==> src/rtl/riscv_i32_trace_capture_ctrl.sv <==
`default_nettype none
// ============================================================================
// Module   : riscv_i32_trace_capture_ctrl
// Purpose  : Trace capture controller for a small circular buffer fed by the
//            RISC-V i32 retirement trace. Arms capture, records retired
//            instructions, detects a trigger (breakpoint or PC match), stops
//            after a programmable post-trigger count and reads the buffer out
//            oldest-first over a valid/ready handshake.
// Ports    : clk, clk__enable, reset_n       - clock, global enable, async reset
//            riscv_clk_enable, trace__*      - trace input and capture qualifier
//            ctl_*                           - arm/stop/trigger/post-count control
//            rd_start, rd_valid/ready/data/last - readout handshake
//            status_state/count/wrapped      - controller status
// Revision : 1.0 - initial release
// ============================================================================
module riscv_i32_trace_capture_ctrl #(
  parameter int LOG_DEPTH = 4,
  parameter int DEPTH     = 16
) (
  input  logic                 clk,
  input  logic                 clk__enable,
  input  logic                 reset_n,
  input  logic                 riscv_clk_enable,
  input  logic                 trace__instr_valid,
  input  logic [31:0]          trace__instr_pc,
  input  logic                 trace__branch_taken,
  input  logic                 trace__trap,
  input  logic                 trace__ret,
  input  logic                 trace__jalr,
  input  logic                 trace__bkpt_valid,
  input  logic                 ctl_arm,
  input  logic                 ctl_stop,
  input  logic                 ctl_trig_pc_en,
  input  logic [31:0]          ctl_trig_pc,
  input  logic [LOG_DEPTH:0]   ctl_post_count,
  input  logic                 rd_start,
  output logic                 rd_valid,
  input  logic                 rd_ready,
  output logic [35:0]          rd_data,
  output logic                 rd_last,
  output logic [2:0]           status_state,
  output logic [LOG_DEPTH:0]   status_count,
  output logic                 status_wrapped
);

  typedef enum logic [2:0] {
    ST_IDLE      = 3'd0,
    ST_ARMED     = 3'd1,
    ST_TRIGGERED = 3'd2,
    ST_DONE      = 3'd3,
    ST_READOUT   = 3'd4
  } state_t;

  localparam logic [LOG_DEPTH:0]   CNT_FULL = (LOG_DEPTH+1)'(DEPTH);
  localparam logic [LOG_DEPTH:0]   CNT_ONE  = (LOG_DEPTH+1)'(1);
  localparam logic [LOG_DEPTH:0]   CNT_TWO  = (LOG_DEPTH+1)'(2);
  localparam logic [LOG_DEPTH-1:0] PTR_ONE  = LOG_DEPTH'(1);

  state_t                 state;
  logic [LOG_DEPTH-1:0]   wr_ptr;
  logic [LOG_DEPTH-1:0]   rd_ptr;
  logic [LOG_DEPTH:0]     count;
  logic [LOG_DEPTH:0]     post_cnt;
  logic [LOG_DEPTH:0]     remaining;
  logic                   wrapped;
  logic [35:0]            mem [DEPTH];

  logic                   capture;
  logic                   trig_hit;
  logic [35:0]            record;
  logic [LOG_DEPTH-1:0]   start_ptr;
  logic [LOG_DEPTH-1:0]   next_rd_ptr;

  // A stop or arm in the same cycle takes precedence over writing the record:
  // stop freezes the buffer, arm discards it.
  assign capture = clk__enable & riscv_clk_enable & trace__instr_valid &
                   (((state == ST_ARMED) & ~ctl_stop & ~ctl_arm) |
                    ((state == ST_TRIGGERED) & ~ctl_stop));

  assign trig_hit    = trace__bkpt_valid | (ctl_trig_pc_en & (trace__instr_pc == ctl_trig_pc));
  assign record      = {trace__instr_pc, trace__branch_taken, trace__trap, trace__ret, trace__jalr};
  // Once wrapped, the oldest surviving record sits at the write pointer.
  assign start_ptr   = wrapped ? wr_ptr : '0;
  assign next_rd_ptr = rd_ptr + PTR_ONE;

  // Buffer storage carries no reset; contents are only meaningful via count.
  always_ff @(posedge clk) begin
    if (capture) begin
      mem[wr_ptr] <= record;
    end
  end

  always_ff @(posedge clk or negedge reset_n) begin
    if (!reset_n) begin
      state     <= ST_IDLE;
      wr_ptr    <= '0;
      rd_ptr    <= '0;
      count     <= '0;
      post_cnt  <= '0;
      remaining <= '0;
      wrapped   <= 1'b0;
      rd_valid  <= 1'b0;
      rd_last   <= 1'b0;
      rd_data   <= '0;
    end else if (clk__enable) begin
      if (capture) begin
        wr_ptr <= wr_ptr + PTR_ONE;
        if (count == CNT_FULL) begin
          wrapped <= 1'b1;
        end else begin
          count <= count + CNT_ONE;
        end
      end

      case (state)
        ST_IDLE: begin
          if (ctl_arm) begin
            state   <= ST_ARMED;
            wr_ptr  <= '0;
            count   <= '0;
            wrapped <= 1'b0;
          end
        end

        ST_ARMED: begin
          if (ctl_stop) begin
            state <= ST_DONE;
          end else if (ctl_arm) begin
            wr_ptr  <= '0;
            count   <= '0;
            wrapped <= 1'b0;
          end else if (capture && trig_hit) begin
            post_cnt <= ctl_post_count;
            state    <= (ctl_post_count == '0) ? ST_DONE : ST_TRIGGERED;
          end
        end

        ST_TRIGGERED: begin
          if (ctl_stop) begin
            state <= ST_DONE;
          end else if (capture) begin
            post_cnt <= post_cnt - CNT_ONE;
            if (post_cnt == CNT_ONE) begin
              state <= ST_DONE;
            end
          end
        end

        ST_DONE: begin
          if (ctl_arm) begin
            state   <= ST_ARMED;
            wr_ptr  <= '0;
            count   <= '0;
            wrapped <= 1'b0;
          end else if (rd_start) begin
            if (count == '0) begin
              state <= ST_IDLE;
            end else begin
              // Present the first record on the edge that accepts rd_start.
              state     <= ST_READOUT;
              rd_ptr    <= start_ptr;
              remaining <= count;
              rd_data   <= mem[start_ptr];
              rd_valid  <= 1'b1;
              rd_last   <= (count == CNT_ONE);
            end
          end
        end

        ST_READOUT: begin
          if (rd_valid && rd_ready) begin
            if (remaining == CNT_ONE) begin
              state     <= ST_IDLE;
              rd_valid  <= 1'b0;
              rd_last   <= 1'b0;
              remaining <= '0;
              count     <= '0;
            end else begin
              rd_ptr    <= next_rd_ptr;
              remaining <= remaining - CNT_ONE;
              rd_data   <= mem[next_rd_ptr];
              rd_last   <= (remaining == CNT_TWO);
            end
          end
        end

        default: state <= ST_IDLE;
      endcase
    end
  end

  assign status_state   = state;
  assign status_count   = count;
  assign status_wrapped = wrapped;

endmodule
`default_nettype wire

==> config.mk <==
export PLATFORM = sky130hd
export DESIGN_NAME = riscv_i32_trace_capture_ctrl
export DESIGN_NICKNAME = d
export VERILOG_FILES = /design/src/rtl/riscv_i32_trace_capture_ctrl.sv
export SDC_FILE = /design/constraint.sdc
export NUM_CORES = 1
export LEC_CHECK = 0
export BUFFER_PORTS_ARGS = -buffer_cell sky130_fd_sc_hd__buf_2
export CAP_MARGIN = 30
export CORE_MARGIN = 8
export CORE_UTILIZATION = 40
export DETAILED_ROUTE_END_ITERATION = 16
export MAX_ROUTING_LAYER = met4
export SYNTH_ARGS = -nofsm -noshare
export SYNTH_HDL_FRONTEND = slang
export SYNTH_SLANG_ARGS = --single-unit
export TNS_END_PERCENT = 10
==> constraint.sdc <==
create_clock -name clk -period 7 [get_ports clk]
set_input_delay 0.7 -clock clk [delete_from_list [all_inputs] [get_ports clk]]
set_output_delay 0.7 -clock clk [all_outputs]
set_load 0.05 [all_outputs]
# Word level (Yosys, flattened, before mapping)
# Memory sizes are Yosys's and may differ from the RTL's.
# Index checks and enable logic that the tools add are counted.
# classes
magnitude_cmp	0
div_mod_pow	0
n_reduce_logical	13
add_sub_neg	5
n_eq_ne	27
mul	0
mux	69
shift	0
n_bitwise	11
# ops
operator	count
$mux 36	5
$mux 5	16
$pmux 36 s2	1
$mux 3	12
$mux 4	9
$eq 32x32->1	1
$ne 2x2->1 const B	11
$reduce_and 7->1	3
$pmux 5 s2	2
$mux 1	17
$pmux 4 s2	2
$eq 5x1->1 const B	3
$pmux 3 s5	1
$pmux 5 s3	1
$logic_not 5->1	2
$sub 5x1->5 const B	2
$ne 3x3->1 const B	3
$reduce_and 9->1	1
$add 4x1->4 const B	2
$and 1x1->1	7
$eq 3x2->1 const B	2
$ne 3x2->1 const B	2
$pmux 1 s2	3
$reduce_and 6->1	1
other kinds (12)	16
# word_totals
mem_bits_ro	0
mem_count	1
ramBits	576
latchBits	0
ff_bits	65
output_inout_bits	47
# memory_table
memory	words	word_bits	read_ports	rd_ports_with_merged_regs	wr	line_no	text
mem	16	36	2	0	1	66	logic [35:0] mem [DEPTH];

# Longest topological paths before layout
# depth
word_depth	10
depth_mapped	9
depth_no_buf	7

# Least setup slack after synthesis
# OpenSTA, ideal clock, no wires.
# synth_path
kind	input -> register
start	input port clk__enable
end	memory mem[0][0], enable pin
t_arrival_ps	4414
cell_stages	7
setup_ps	474
n_path_buf	3
t_required_ps	6526
slack_ps	2112
path_cell_list	buf_2 -> nand3_1 -> and3b_1 -> clkbuf_1 -> buf_1 -> nand2_1 -> nor3_1
# synth_via
elab_chain_cells	5
# synth_rtl
item	line_no	text
start, declared	21	input logic clk__enable,
$and 1x1->1 (3 in a row)	76	assign capture = clk__enable & riscv_clk_enable & trace__instr_valid &
$mux 1	88	if (capture) begin
$mux 1 (implied by the code)	89	mem[wr_ptr] <= record;
end, declared	66	
# No other way between the ends.

# Worst setup path after layout
# layout_path
start	register state[1] (netlist: status_state[1])
end	register rd_data[1]
# layout_via
elab_chain_cells	3
elab_cells_between_ends	10
classes_between	eq/ne: 7; mux: 1; reduce/logical: 2
# layout_rtl
item	line_no	text
start, declared	59	state_t state;
start signal, assigned	134	state <= (ctl_post_count == '0) ? ST_DONE : ST_TRIGGERED;
$eq 3x3->1 / $eq 3x2->1 (equally long branches)	115	case (state)
$ne 2x2->1 (no source line) / $reduce_bool 2->1 (equally long branches)	n/a	
$reduce_and 7->1 (no source line)	n/a	
end signal, assigned	163	rd_data <= mem[start_ptr];
end signal, assigned	181	rd_data <= mem[next_rd_ptr];
end, declared	39	output logic [35:0] rd_data,
# Several ways; a longest one is shown, not always the timed one.
# A chain may end at the register's enable or synchronous reset.

==> metrics.yaml <==
yosys:
  ys_seq_elements: 641
  syn-mean-instance-area_um2: 15.66
  synth_top_area_share_pct: 56.72
  synthCells: 1947
  yosysTopAreaCell: "edfxtp_1"
  synthFlopType: "edfxtp_1"
  ys_seq_area_share_pct: 62.06
  ys_types: 69
  ys_async_sr_fraction_pct: 10.14
  synth_nets: 2044
  synth_area_leaders: "edfxtp_1 57%, mux4_2 16%, dfrtp_1 5.3%"
  synth_edf_count: 576
  yosys_warnings: 0
  synth.most_common_cell: "edfxtp_1"
  syn_area_um2: 30490
  synth_common_cells: "576 x edfxtp_1, 257 x nand2_1, 220 x mux4_2"
timing:
  worst_slew_pin_slew_ns: 1.147
  whs_ns: 0.4474
  setup_ws_ns: 3.240
  fin_crit_ns: 3.760
  rsz0062_at_grt: "no"
  slew_headroom_pct: 23.53
  max_freq_mhz: 266.0
  setup-violations-final: 0
  min_period_over_period_pct: 53.71
  fin_skew_ns: 0.04285
  hold_violations: 0
  finalSetupTns_ns: 0
  drv_slew: 0
clock_tree:
  htree_levels: 3
  cts_buffer_depth: 3
  cts_setup_buffers: 0
  hold_buffers: 1
  clock-sinks: 641
  cts_buffers: 71
  clk_latency_ns: 0.62
  cts_resized: 0
  root_buffer: "clkbuf_16"
  path_clk_slew_ns: 0.06
  cts_tree: "yes"
setup_path:
  critPathArrivalTime_ns: 4.21
  start_kind: "flip-flop"
  crit_start: "status_state[1]"
  crit-reg2reg-launch: "status_state[1]"
  cp-end-kind: "flip-flop"
  path_class: "reg -> reg"
  cp_max_fo: 32
  cp.required_ns: 7.45
hold_path:
  min_path_type: "in -> reg"
  worstHoldStart: "trace__bkpt_valid"
place:
  place_ws_ns: 3.238
  dp_hpwl_um: 54100
  dpl_cell_area_um2: 32320
  dp.cells: 2952
  gp_congestion: 0.8049
  portBuffers: 130
die:
  rows: 101
  start_util_pct: 40.28
  core_area_um2: 75700
  die_area_um2: 85320
  fp.dieW_um: 292.1
  ioPinCount: 131
  die_y_um: 292.1
power:
  p_per_area_nw_per_um2: 344.4
  p_total_mw: 12.01
  p_leak_nw: 11.34
  max-vdd-ir-drop_v: 0.0002593
flow_run:
  cap_violations: 0
global_routing:
  grt_pass1_wl_um: 140900
  antenna_found_initial: 3
  grt_overflow_total: 0
  track_usage_pct: 22.98
  grt_max_degree: 121
  grt_pass1_vias: 20000
route:
  drc: 0
  vias: 19540
  viasPerCell: 6.329
  wl_per_cell_um: 31.33
  drt_first_iter_violations: 2309
  routed_wl_um: 96740
  ant_nets: 0
  dr.pass1.iters: 5
run_status:
  outcome: "finished clean"
layout:
  postLayoutCoreUtil_pct: 46.06
  finalInstanceArea_um2: 34870
  area_growth_syn_to_layout_pct: 14.34
  fin_nets: 2147
  finalNonFillerCells: 3088
  final_layout_size_suffix_gt1_share_pct: 27.34
  fillers: 6395
flip-flops by register name, indices dropped and copies added, names as in the netlist:
register        cells
wr_ptr              4
post_cnt            5
mem               576
status_count        5
status_wrapped      1
status_state        3
rd_valid            1
rd_data            36
rd_ptr              4
remaining           5
rd_last             1
per-layer routing:
| metal | part of all wire [%] | GRT usage (%) |
|---|---|---|
| met1 | 39 | 29.35 |
| met2 | 48 | 36.27 |
| met4 | 3.7 | 8.316 |
| met5 | 0 | - |
| met3 | 8.9 | 4.906 |
cell type report:
class / count / area, µm² / share of cell area [%]
Antenna cell: 3 / 7.507 / 0.02153
Clock buffer: 90 / 1951 / 5.594
Clock inverter: 40 / 548.0 / 1.572
Inverter: 14 / 52.55 / 0.1507
Multi-Input combinational cell: 1145 / 11030 / 31.63
Sequential cell: 641 / 18930 / 54.30
Tap cell: 978 / 1224 / 3.510
Timing Repair Buffer: 177 / 1124 / 3.222
worst paths after layout:
path,cells after the start,endpoint,slack [ns]
worst max-delay path,6,rd_data[1],3.24
min in group asynchronous,2,rd_data[18],0.58
worst max register to register,6,rd_data[1],3.24
worst min register to register,2,rd_data[27],0.47
max in group asynchronous,4,rd_data[4],5.41
worst min-delay path,3,status_state[0],0.45
critical path, stage by stage (launching register included):
cell and delay, ns:
dfrtp_1 0.63, or3b_4 0.52, buf_4 0.68, nand3_2 0.76
buf_4 0.55, a211oi_1 0.33, o41ai_2 0.12
cell families (layout without fill, tap and decap cells):
logic type,Yosys count,in the layout,share of synthesized area [%]
buffers and inverters,161,321,2.470
AOI/OAI and AO/OA,326,326,8.005
DFF,641,641,62.06
adders and majority gates,13,13,0.5334
and+or+nand+nor,472,472,6.922
other,0,3,0
xor gates and xnor gates,38,38,1.141
muxes,296,296,18.87
placed cells by master (no fill, tap or decap), types with 11 or more instances in the layout:
cell       count
buf_4         38
nor2_4        12
bufinv_16     12
nor2_1        68
and2_1        37
dfrtp_1       62
mux4_2       220
xnor2_1       18
buf_2        129
edfxtp_1     576
clkbuf_1      11
o41ai_2       27
a211oi_1      72
a311oi_1      32
a21oi_1       82
inv_1         13
o21ai_0       28
mux2i_1       69
xor2_1        18
ha_1          12
nor3_1        11
nor4_1        36
o22ai_1       32
nand2_1      255
clkbuf_16     73
report_power, final:
part / total, mW / switching [mW] / leakage (nW) / internal (mW)
clock network: 3.99 / 1.56 / 1.21 / 2.43
logic: 3.48 / 1.87 / 4.13 / 1.61
registers: 4.53 / 0.223 / 6.01 / 4.31
total: 12.0 / 3.66 / 11.3 / 8.35
Note: power is estimated with default switching activity, not from simulation.
